## src/rtl/mac_pkg.sv

```systemverilog
// Shared types and constants for the mac_acc_8bits multiply-accumulate back end.
// Clamp-limit helpers are consumed by mac_sat_add when MAC_SAT_EN is defined.
package mac_pkg;

    localparam int ACC_W_DEF = 24;
    localparam int LEN_W_DEF = 8;

    typedef enum logic [1:0] {
        IDLE  = 2'd0,
        ACCUM = 2'd1,
        HOLD  = 2'd2
    } state_e;

    // Limits are returned in the low w bits of a 64-bit word; callers truncate.
    function automatic logic [63:0] smax_lim(input int w);
        return (64'd1 << (w - 1)) - 64'd1;
    endfunction

    function automatic logic [63:0] smin_lim(input int w);
        return 64'd1 << (w - 1);
    endfunction

    function automatic logic [63:0] umax_lim(input int w);
        return (64'd1 << w) - 64'd1;
    endfunction

endpackage

```

## src/rtl/mac_acc_8bits_if.sv

```systemverilog
// Product-in / result-out bus of mac_acc_8bits.
// Handshakes: a beat moves when In_valid && In_ready on a rising clk; a result
// moves when Out_valid && Out_ready. A source holding valid keeps its data
// stable until the transfer; ready never depends combinationally on valid.
interface mac_acc_8bits_if
    import mac_pkg::*;
#(
    parameter int ACC_W = ACC_W_DEF,
    parameter int LEN_W = LEN_W_DEF
);
    logic [15:0]      Prod;
    logic             Signed;
    logic [LEN_W-1:0] Len;
    logic             In_valid;
    logic             In_ready;
    logic             Clear;
    logic             Out_valid;
    logic             Out_ready;
    logic [ACC_W-1:0] Acc;
    logic             Ovf;

    modport master (
        output Prod, Signed, Len, In_valid, Clear, Out_ready,
        input  In_ready, Out_valid, Acc, Ovf
    );

    modport slave (
        input  Prod, Signed, Len, In_valid, Clear, Out_ready,
        output In_ready, Out_valid, Acc, Ovf
    );
endinterface

```

## src/rtl/mac_acc_8bits_sat_add.sv

```systemverilog
// ACC_W adder with signed/unsigned overflow detection; returns the next sticky
// overflow flag. With MAC_SAT_EN defined the sum clamps and stays clamped.
module mac_sat_add
    import mac_pkg::*;
#(
    parameter int ACC_W = ACC_W_DEF
) (
    input  logic [ACC_W-1:0] a,
    input  logic [ACC_W-1:0] b,
    input  logic             mode,
    input  logic             ovf_in,
    output logic [ACC_W-1:0] sum,
    output logic             ovf
);
    logic [ACC_W:0] raw;
    logic           pos_ovf;
    logic           neg_ovf;
    logic           u_ovf;

    always_comb begin
        raw     = {1'b0, a} + {1'b0, b};
        pos_ovf = mode & ~a[ACC_W-1] & ~b[ACC_W-1] &  raw[ACC_W-1];
        neg_ovf = mode &  a[ACC_W-1] &  b[ACC_W-1] & ~raw[ACC_W-1];
        u_ovf   = ~mode & raw[ACC_W];
        ovf     = ovf_in | pos_ovf | neg_ovf | u_ovf;
`ifdef MAC_SAT_EN
        // Once a run has overflowed, the accumulator already sits at a limit.
        if (ovf_in)       sum = a;
        else if (pos_ovf) sum = ACC_W'(smax_lim(ACC_W));
        else if (neg_ovf) sum = ACC_W'(smin_lim(ACC_W));
        else if (u_ovf)   sum = ACC_W'(umax_lim(ACC_W));
        else              sum = raw[ACC_W-1:0];
`else
        sum = raw[ACC_W-1:0];
`endif
    end
endmodule

```

## src/rtl/mac_acc_8bits.sv

```systemverilog
// Multiply-accumulate back end: sums Len products from mul_8bits into one result.
// Optional clamp-on-overflow build: define MAC_SAT_EN.
module mac_acc_8bits
    import mac_pkg::*;
#(
    parameter int ACC_W = ACC_W_DEF,
    parameter int LEN_W = LEN_W_DEF
) (
    input  logic                  clk,
    input  logic                  rst,
    mac_acc_8bits_if.slave        bus,
    output state_e                dbg_state
);
    state_e           state;
    logic             mode_q;
    logic [LEN_W-1:0] len_q;
    logic [LEN_W-1:0] cnt;
    logic [ACC_W-1:0] acc_q;
    logic             ovf_q;
    logic             out_valid_q;

    logic             accept;
    logic             first;
    logic             eff_mode;
    logic [ACC_W-1:0] ext_prod;
    logic [ACC_W-1:0] add_a;
    logic             add_ovf_in;
    logic [ACC_W-1:0] sum;
    logic             ovf_nxt;
    logic [LEN_W-1:0] len_in;
    logic [LEN_W-1:0] cnt_nxt;

    assign bus.In_ready  = (state != HOLD);
    assign bus.Out_valid = out_valid_q;
    assign bus.Acc       = acc_q;
    assign bus.Ovf       = ovf_q;
    assign dbg_state     = state;

    assign accept   = bus.In_valid && bus.In_ready;
    assign first    = (state == IDLE);
    assign eff_mode = first ? bus.Signed : mode_q;
    assign ext_prod = eff_mode ? {{(ACC_W-16){bus.Prod[15]}}, bus.Prod}
                               : {{(ACC_W-16){1'b0}}, bus.Prod};
    // The first beat starts from zero so it never overflows and clears Ovf.
    assign add_a      = first ? '0 : acc_q;
    assign add_ovf_in = first ? 1'b0 : ovf_q;
    assign len_in     = (bus.Len == '0) ? LEN_W'(1) : bus.Len;
    assign cnt_nxt    = cnt + LEN_W'(1);

    mac_sat_add #(.ACC_W(ACC_W)) u_add (
        .a      (add_a),
        .b      (ext_prod),
        .mode   (eff_mode),
        .ovf_in (add_ovf_in),
        .sum    (sum),
        .ovf    (ovf_nxt)
    );

    always_ff @(posedge clk or posedge rst) begin
        if (rst) begin
            state       <= IDLE;
            mode_q      <= 1'b0;
            len_q       <= '0;
            cnt         <= '0;
            acc_q       <= '0;
            ovf_q       <= 1'b0;
            out_valid_q <= 1'b0;
        end else if (bus.Clear) begin
            state       <= IDLE;
            cnt         <= '0;
            acc_q       <= '0;
            ovf_q       <= 1'b0;
            out_valid_q <= 1'b0;
        end else begin
            case (state)
                IDLE: begin
                    if (accept) begin
                        mode_q <= bus.Signed;
                        len_q  <= len_in;
                        cnt    <= LEN_W'(1);
                        acc_q  <= sum;
                        ovf_q  <= ovf_nxt;
                        if (len_in == LEN_W'(1)) begin
                            state       <= HOLD;
                            out_valid_q <= 1'b1;
                        end else begin
                            state <= ACCUM;
                        end
                    end
                end
                ACCUM: begin
                    if (accept) begin
                        acc_q <= sum;
                        ovf_q <= ovf_nxt;
                        cnt   <= cnt_nxt;
                        if (cnt_nxt == len_q) begin
                            state       <= HOLD;
                            out_valid_q <= 1'b1;
                        end
                    end
                end
                HOLD: begin
                    if (bus.Out_ready) begin
                        state       <= IDLE;
                        out_valid_q <= 1'b0;
                    end
                end
                default: begin
                    state       <= IDLE;
                    out_valid_q <= 1'b0;
                end
            endcase
        end
    end
endmodule
```

## src/flat_wrapper.sv

```systemverilog
// flat-port wrapper written by rule: the top's interface ports become plain ports
module mac_acc_8bits_flat import mac_pkg::*;
#(
    parameter int ACC_W = ACC_W_DEF,
    parameter int LEN_W = LEN_W_DEF
)
  (clk, rst, dbg_state, bus_Prod, bus_Signed, bus_Len, bus_In_valid, bus_Clear, bus_Out_ready, bus_In_ready, bus_Out_valid, bus_Acc, bus_Ovf);
  mac_acc_8bits_if #(.ACC_W(ACC_W), .LEN_W(LEN_W)) bus_i ();
  input  logic clk;
  input  logic rst;
  output state_e dbg_state;
  input wire logic [$bits(bus_i.Prod)-1:0] bus_Prod;
  input wire logic [$bits(bus_i.Signed)-1:0] bus_Signed;
  input wire logic [$bits(bus_i.Len)-1:0] bus_Len;
  input wire logic [$bits(bus_i.In_valid)-1:0] bus_In_valid;
  input wire logic [$bits(bus_i.Clear)-1:0] bus_Clear;
  input wire logic [$bits(bus_i.Out_ready)-1:0] bus_Out_ready;
  output wire logic [$bits(bus_i.In_ready)-1:0] bus_In_ready;
  output wire logic [$bits(bus_i.Out_valid)-1:0] bus_Out_valid;
  output wire logic [$bits(bus_i.Acc)-1:0] bus_Acc;
  output wire logic [$bits(bus_i.Ovf)-1:0] bus_Ovf;
  assign bus_i.Prod = bus_Prod;
  assign bus_i.Signed = bus_Signed;
  assign bus_i.Len = bus_Len;
  assign bus_i.In_valid = bus_In_valid;
  assign bus_i.Clear = bus_Clear;
  assign bus_i.Out_ready = bus_Out_ready;
  assign bus_In_ready = bus_i.In_ready;
  assign bus_Out_valid = bus_i.Out_valid;
  assign bus_Acc = bus_i.Acc;
  assign bus_Ovf = bus_i.Ovf;
  mac_acc_8bits #(.ACC_W(ACC_W), .LEN_W(LEN_W)) u_core (.clk(clk), .rst(rst), .bus(bus_i), .dbg_state(dbg_state));
endmodule
```

## config.mk

```make
export PLATFORM = sky130hd
export DESIGN_NAME = mac_acc_8bits_flat
export DESIGN_NICKNAME = d
export VERILOG_FILES = /design/src/rtl/mac_pkg.sv /design/src/rtl/mac_acc_8bits_if.sv /design/src/rtl/mac_acc_8bits_sat_add.sv /design/src/rtl/mac_acc_8bits.sv /design/src/flat_wrapper.sv
export SDC_FILE = /design/constraint.sdc
export NUM_CORES = 1
export LEC_CHECK = 0
export BUFFER_PORTS_ARGS = -buffer_cell sky130_fd_sc_hd__buf_2
export CAP_MARGIN = 40
export CORE_MARGIN = 4
export CORE_UTILIZATION = 51
export CTS_CLUSTER_SIZE = 12
export DETAILED_ROUTE_END_ITERATION = 8
export PLACE_DENSITY = 0.73
export SYNTH_ARGS = -nofsm -noshare
export SYNTH_HDL_FRONTEND = slang
export SYNTH_HIERARCHICAL = 1
export SYNTH_SLANG_ARGS = --single-unit
```

## constraint.sdc

```tcl
create_clock -name clk -period 4.1 [get_ports clk]
set_clock_uncertainty 0.15 [all_clocks]
set_input_delay 0.205 -clock clk [delete_from_list [all_inputs] [get_ports clk]]
set_output_delay 0.205 -clock clk [all_outputs]
set_load 0.01 [all_outputs]
```

Yosys cells after proc, flatten, opt, wreduce, memory -nomap -nowiden
Cells that the tools add are included.
{"block": "totals", "regBits": 45, "inputBits": 30, "output_inout_bits": 29, "word_cells": 75}
{"block": "op_classes", "n_addsub": 2, "n_eq_ne": 10, "mux": 29, "bitwise_logic": 15, "n_reduce_logical": 12}
{"op": "$mux W24", "count": 5}
{"op": "$mux W8", "count": 4}
{"op": "$add A24 B24 Y25", "count": 1}
{"op": "$pmux W8 S2", "count": 1}
{"op": "$mux W2", "count": 6}
{"op": "$mux W1", "count": 11}
{"op": "$ne A3 B2 Y1 const B", "count": 3}
{"op": "$add A8 B1 Y8 const B", "count": 1}
{"op": "$eq A8 B1 Y1 const B", "count": 1}
{"op": "$eq A8 B8 Y1", "count": 1}
{"op": "$logic_not A8 Y1", "count": 1}
{"op": "$and A1 B1 Y1", "count": 7}
{"op": "$ne A3 B3 Y1 const B", "count": 2}
{"op": "$pmux W2 S3", "count": 1}
{"op": "$reduce_and A3 Y1", "count": 2}
{"op": "$not A1 Y1", "count": 5}
{"op": "$reduce_and A5 Y1", "count": 1}
{"op": "$reduce_and A4 Y1", "count": 1}
{"op": "$reduce_bool A2 Y1", "count": 2}
{"op": "$or A1 B1 Y1", "count": 3}
{"op": "$pmux W1 S3", "count": 1}
{"op": "$reduce_bool A3 Y1", "count": 1}
{"op": "$eq A2 B1 Y1 const B", "count": 1}
{"op": "$eq A2 B2 Y1 const B", "count": 1}
{"op": "other kinds (5)", "count": 5}

Logic depth before layout (Yosys ltp)
{"block": "depth", "ltp_word": 12, "ltp_mapped": 15, "ltp_nobuf": 14}

Cells and area by module
Netlist, hierarchy kept.
{"mod": "mac_acc_8bits", "instances": 1, "cells_per_inst": 268, "area_each_um2": 2358.5, "seq_area_each_um2": 1126.1}
{"mod": "mac_sat_add", "instances": 1, "cells_per_inst": 162, "area_each_um2": 1257.5, "seq_area_each_um2": 0.0}

Least setup slack after synthesis
Ideal clock, no wire load.
{"block": "synth_path", "kind": "register to register", "from": "register u_core.state[1] (netlist: u_core/dbg_state[1])", "to": "register u_core.ovf_q (netlist: u_core/bus.Ovf)", "setup_ns": 0.078, "arrival_time_ns": 3.209, "required_time_ns": 3.872, "setup_slack_ns": 0.663, "stages_incl_launch_ff": 16, "path_buffers": 2, "period_less_slack_ns": 3.437, "path_cell_list": "dfrtp_1 > nor2_1 > clkbuf_1 > nor2b_1 > ha_1 > clkbuf_8 > o21a_1 > o2111a_1 > o21ai_2 > a2111oi_4 > or3_1 > o211ai_2 > or3_1 > a32oi_1 > nand2_1 > a21oi_1"}
{"block": "synth_via", "word_cells_on_any_way": 30, "cone_classes": "1 x add/sub; 2 x eq/ne; 7 x mux; 14 x bitwise; 6 x reduce/logical"}
{"element": "start: declaration", "line": "mac_acc_8bits.sv:14", "rtl": "state_e state;"}
{"element": "start signal: assignment", "line": "mac_acc_8bits.sv:61", "rtl": "state <= IDLE;"}
{"element": "start signal: assignment", "line": "mac_acc_8bits.sv:69", "rtl": "state <= IDLE;"}
{"element": "start signal: assignment", "line": "mac_acc_8bits.sv:84", "rtl": "state <= HOLD;"}
{"element": "$logic_not A2 Y1 (*)", "line": "mac_acc_8bits.sv:40", "rtl": "assign first = (state == IDLE);"}
{"element": "$mux W24 (*)", "line": "mac_acc_8bits.sv:45", "rtl": "assign add_a = first ? '0 : acc_q;"}
{"element": "net u_core.add_a[5]", "line": "mac_acc_8bits.sv:26", "rtl": "logic [ACC_W-1:0] add_a;"}
{"element": "$add A24 B24 Y25 (*)", "line": "mac_acc_8bits_sat_add.sv:21", "rtl": "raw = {1'b0, a} + {1'b0, b};"}
{"element": "$and A1 B1 Y1 / $not A1 Y1 (equally long branches)", "line": "mac_acc_8bits_sat_add.sv:22, mac_acc_8bits_sat_add.sv:23"}
{"element": "$or A1 B1 Y1 / $and A1 B1 Y1 (equally long branches)", "line": "mac_acc_8bits_sat_add.sv:25, mac_acc_8bits_sat_add.sv:23"}
{"element": "$or A1 B1 Y1", "line": "mac_acc_8bits_sat_add.sv:25", "rtl": "ovf = ovf_in | pos_ovf | neg_ovf | u_ovf;"}
{"element": "$or A1 B1 Y1 (*)", "line": "mac_acc_8bits_sat_add.sv:25"}
{"element": "net u_core.ovf_nxt", "line": "mac_acc_8bits.sv:29", "rtl": "logic ovf_nxt;"}
{"element": "$mux W1 (*)", "line": "mac_acc_8bits.sv:77, mac_acc_8bits.sv:92"}
{"element": "$mux W1 (*)"}
{"element": "$mux W1 (*)", "line": "mac_acc_8bits.sv:68", "rtl": "end else if (bus.Clear) begin"}
{"element": "end signal: assignment", "line": "mac_acc_8bits.sv:82", "rtl": "ovf_q <= ovf_nxt;"}
{"element": "end signal: assignment", "line": "mac_acc_8bits.sv:94", "rtl": "ovf_q <= ovf_nxt;"}
{"element": "end: declaration", "line": "mac_acc_8bits.sv:19", "rtl": "logic ovf_q;"}
The timed path passes the listed nets; every way through them passes the cells marked *. The select of a mux whose other input is x is not followed.
A chain may end at the register's enable or synchronous reset.

Worst setup path in the final report
{"block": "layout_path", "from": "register u_core.state[0] (netlist: u_core/dbg_state[0])", "to": "register u_core.ovf_q (netlist: u_core/bus.Ovf)"}
{"block": "layout_via", "word_cells_on_any_way": 30, "cone_classes": "1 x add/sub; 2 x eq/ne; 7 x mux; 14 x bitwise; 6 x reduce/logical"}
{"element": "$logic_not A2 Y1 (*)", "line": "mac_acc_8bits.sv:40"}
{"element": "$mux W1 (*)", "line": "mac_acc_8bits.sv:41", "rtl": "assign eff_mode = first ? bus.Signed : mode_q;"}
{"element": "net u_core.eff_mode", "line": "mac_acc_8bits.sv:24", "rtl": "logic eff_mode;"}
{"element": "$mux W24 (*)", "line": "mac_acc_8bits.sv:42", "rtl": "assign ext_prod = eff_mode ? {{(ACC_W-16){bus.Prod[15]}}, bus.Prod}"}
{"element": "net u_core.ext_prod[16]", "line": "mac_acc_8bits.sv:25", "rtl": "logic [ACC_W-1:0] ext_prod;"}
{"element": "$add A24 B24 Y25 (*)", "line": "mac_acc_8bits_sat_add.sv:21"}
{"element": "$and A1 B1 Y1 / $not A1 Y1 (equally long branches)", "line": "mac_acc_8bits_sat_add.sv:22, mac_acc_8bits_sat_add.sv:23"}
{"element": "$or A1 B1 Y1 / $and A1 B1 Y1 (equally long branches)", "line": "mac_acc_8bits_sat_add.sv:25, mac_acc_8bits_sat_add.sv:23"}
{"element": "$or A1 B1 Y1", "line": "mac_acc_8bits_sat_add.sv:25"}
{"element": "$or A1 B1 Y1 (*)", "line": "mac_acc_8bits_sat_add.sv:25"}
{"element": "net u_core.ovf_nxt", "line": "mac_acc_8bits.sv:29"}
{"element": "$mux W1 (*)", "line": "mac_acc_8bits.sv:77, mac_acc_8bits.sv:92"}
{"element": "$mux W1 (*)"}
{"element": "$mux W1 (*)", "line": "mac_acc_8bits.sv:68"}
Marks and branches as above.

==> reports/summary.md <==
• **status** complete, no violations
• **element type at the critical path end** register
• **area of the placeable core** 0.00683 mm2
• **DRC violation count after routing** 0
• **horizontal die dimension** 92.2 um
• **sequential area share after synthesis** 0.311
• **final max-slew violation count** 0
• **fin nets** 546
• **Achievable Freq** 0.286 GHz
• **peak ir drop on the vdd network** 0.269 mV
• **number of vias after detailed routing** 3,228
• **drt pass-1 iters** 4
• **Final Hold Violating Endpoints** 0
• **total detailed-routing wirelength** 8580 um
• **routed metal-1 wirelength** 3760 um
• **total of warnings raised by yosys** 6
• **total negative slack** 0 ps
• **Die Area** 0.00850 mm2
• **placer's final routability congestion estimate** 0.842
• **length of routed met2 wiring** 4390 um
• **number of enable flip-flop cells after synthesis** 0
• **setup-violating endpoint count in the final report** 0
• **power after layout** 1.23 mW
• **die height** 92.2 um
• **path category of the worst min-delay check** in -> reg
• **Mapped Avg Cell Area** 8.41 um2
• **Root Buffer Master** sky130_fd_sc_hd__clkbuf_8
• **number of buffers between clock root and the deepest sink** 2
• **PwrDens** 296 mW/mm2
• **fraction of registers with async set or reset after synthesis** 1.00
• **endpoint arrival time on the critical path** 3580 ps
• **type of the worst setup path** reg -> reg
• **antenna violations before repair** 0
• **Inserted Clock Buffers** 5
• **overall track demand over capacity in global routing** 0.210
• **via count of the first global-routing pass** 3,226
• **RSZ-0062 raised after global routing** no
• **first-pass GRT wire length** 14,700 um
• **maximum number of pins on one net before global-route repair** 38
• **vias per inst** 5.50
• **largest fanout on the critical path** 10
• **R2R setup slack** 600 ps
• **iteration-0 DRC count of the detailed router** 157
• **htree depth** 2
• **num rows** 30
• **io pins** 59
• **Worst Tran Pin Value** 730 ps
• **PortBufs** 58
• **Post-DP HPWL** 6200 um
• **Synth cell types** 64
• **Area growth, synth to finish** 15.5%
• **total leakage power** 1.98 nW
• **shortest clock period the worst path allows after layout** 3500 ps
• **global route overflow** 0
• **Maximum Capacitance Violations** 0
• **CTS tree** built
• **ys flop type** sky130_fd_sc_hd__dfrtp_1
• **routed wire length on met3** 360 um
• **Worst setup SP type** register
• **routed len/inst** 14.6 um
• **cell area after synthesis** 0.00362 mm2
• **ANT nets after route** 0
• **antenna cells** 0
• **max_slew headroom** 0.513
• **register bit total from synthesis** 45
• **share of cells above drive strength 1** 0.202
• **insertion delay of the later-clocked pin in the worst-skew pair** 300 ps
• **required time reported for the critical path endpoint** 4180 ps
• **Clk pin slew, worst setup/hold paths** 90 ps
• **synthesized netlist cell count** 430
• **final worst-path cycle share** 0.853
• **initial cell density of the core** 0.529
• **number of sinks on the clock net** 45
• **Synthesized Nets** 486
• **Top Metal Used** met4
==> cell type report <==
cell class | instances | area (um2)
clock inverters | 3 | 65.1
fillers | 610 | 2660
repair buffers | 75 | 453
flip-flops and latches | 45 | 1130
clock buffers | 5 | 68.8
well taps | 96 | 120
inverters | 8 | 30.0
multi-input cells | 355 | 2310
==> repair_timing <==
| item | CTS | global route |
|---|---|---|
| resized for setup | 0 | 0 |
| setup buffers | 0 | 0 |
| hold buffers | 9 | 0 |
| hold endpoints to repair | 21 | 0 |
==> worst paths after layout <==
check	cells after the start	startpoint	endpoint
setup / recovery	14	u_core/dbg_state[0]	u_core/bus.Ovf
hold / removal	3	bus_Len[0]	u_core/len_q[0]
setup reg to reg	14	u_core/dbg_state[0]	u_core/bus.Ovf
hold reg to reg	1	u_core/mode_q	u_core/mode_q
max in group asynchronous	4	rst	u_core/bus.Acc[2]
min in group asynchronous	3	rst	u_core/bus.Acc[22]
==> worst max-delay path, stage by stage (launching register included) <==
cell                       delay [ps]
sky130_fd_sc_hd__dfrtp_1          390
sky130_fd_sc_hd__nor2_2           200
sky130_fd_sc_hd__mux2_2           380
sky130_fd_sc_hd__and2_1           290
sky130_fd_sc_hd__ha_1             410
sky130_fd_sc_hd__nand2_1           80
sky130_fd_sc_hd__o21ai_0          250
sky130_fd_sc_hd__or2_2            170
sky130_fd_sc_hd__a21oi_1           50
sky130_fd_sc_hd__a21oi_1          190
sky130_fd_sc_hd__o211ai_2         150
sky130_fd_sc_hd__or3_1            330
sky130_fd_sc_hd__a32oi_1          200
sky130_fd_sc_hd__nand2_1           70
sky130_fd_sc_hd__a21oi_1          130
==> where the power goes <==
| part | total, mW | leakage [nW] | internal, mW | switching, mW |
|---|---|---|---|---|
| clock network | 0.406 | 0.0681 | 0.242 | 0.163 |
| logic | 0.319 | 1.32 | 0.143 | 0.176 |
| registers | 0.509 | 0.592 | 0.481 | 0.0284 |
==> synthesized netlist by cell type, drive strengths merged, types with 5 or more instances <==
cell,instances,area [um2]
xnor2,16,140
a21o,11,85.1
mux2,9,101
a31oi,5,31.3
dfrtp,45,1130
xor2,13,114
nand3,8,40.0
nand2b,5,31.3
buf,7,50.0
nor2b,28,175
a21oi,53,265
inv,8,30.0
nor3,8,40.0
ha,25,313
o211ai,6,50.1
o21ai,18,105
nand2,75,282
clkbuf,13,58.8
nor2,25,93.8
and2,5,32.5
==> stage by stage <==
stage | cell area [um2] | hold slack (ps) | worst slack, ps | cells | utilization
6_report | 4180 | 26.9 | 602 | 587 | 0.611
5_1_grt | 4180 | 38.9 | 387 | 587 | 0.611
4_1_cts | 4180 | 21.6 | 620 | 587 | 0.611
3_5_place_dp | 3950 | 37.6 | 656 | 570 | 0.578
3_3_place_gp | 3930 | 299 | 721 | 569 | 0.575
2_1_floorplan | 3620 | 207 | 663 | 430 | -
==> cells by family after synthesis <==
family | synth area share
and+or+nand+nor | 0.227
AOI/OAI and AO/OA | 0.218
DFF | 0.311
buffers and inverters | 0.0505
xor gates and xnor gates | 0.0702
adders and majority gates | 0.0920
muxes | 0.0308
==> registers in the layout, indices dropped and copies added (netlist names) <==
signal,cells
u_core/bus.Acc,24
u_core/cnt,8
u_core/len_q,8
u_core/dbg_state,2
u_core/bus.Out_valid,1
u_core/bus.Ovf,1
u_core/mode_q,1
==> layer usage <==
metal	global-route usage	vias up
li1	-	1631
met1	0.257	1528
met2	0.387	63
met3	0.0295	6
met4	0.0495	0
met5	0	-
==> cells in the final DEF, fill, tap and decap left out, types with 2 or more instances in the layout <==
| master | n |
|---|---|
| sky130_fd_sc_hd__clkbuf_8 | 5 |
| sky130_fd_sc_hd__a21o_2 | 2 |
| sky130_fd_sc_hd__a31oi_1 | 5 |
| sky130_fd_sc_hd__nor2b_1 | 27 |
| sky130_fd_sc_hd__o211ai_1 | 5 |
| sky130_fd_sc_hd__a211oi_1 | 4 |
| sky130_fd_sc_hd__dlygate4sd3_1 | 9 |
| sky130_fd_sc_hd__nand3b_1 | 2 |
| sky130_fd_sc_hd__bufinv_16 | 2 |
| sky130_fd_sc_hd__a21o_1 | 9 |
| sky130_fd_sc_hd__a21oi_1 | 53 |
| sky130_fd_sc_hd__xnor2_1 | 16 |
| sky130_fd_sc_hd__nand2b_1 | 5 |
| sky130_fd_sc_hd__o21a_1 | 4 |
| sky130_fd_sc_hd__buf_2 | 58 |
| sky130_fd_sc_hd__mux2_2 | 9 |
| sky130_fd_sc_hd__inv_1 | 7 |
| sky130_fd_sc_hd__xor2_1 | 13 |
| sky130_fd_sc_hd__o21ai_0 | 15 |
| sky130_fd_sc_hd__and2_1 | 4 |
| sky130_fd_sc_hd__nand3_1 | 8 |
| sky130_fd_sc_hd__buf_4 | 7 |
| sky130_fd_sc_hd__dfrtp_1 | 45 |
| sky130_fd_sc_hd__nand2_1 | 75 |
| sky130_fd_sc_hd__nor4_1 | 2 |
| sky130_fd_sc_hd__nand4_1 | 3 |
| sky130_fd_sc_hd__nor3_1 | 8 |
| sky130_fd_sc_hd__o21bai_1 | 3 |
| sky130_fd_sc_hd__nor2_1 | 24 |
| sky130_fd_sc_hd__ha_1 | 25 |
| sky130_fd_sc_hd__or3_1 | 2 |
Power figures use the tool's default switching activity.
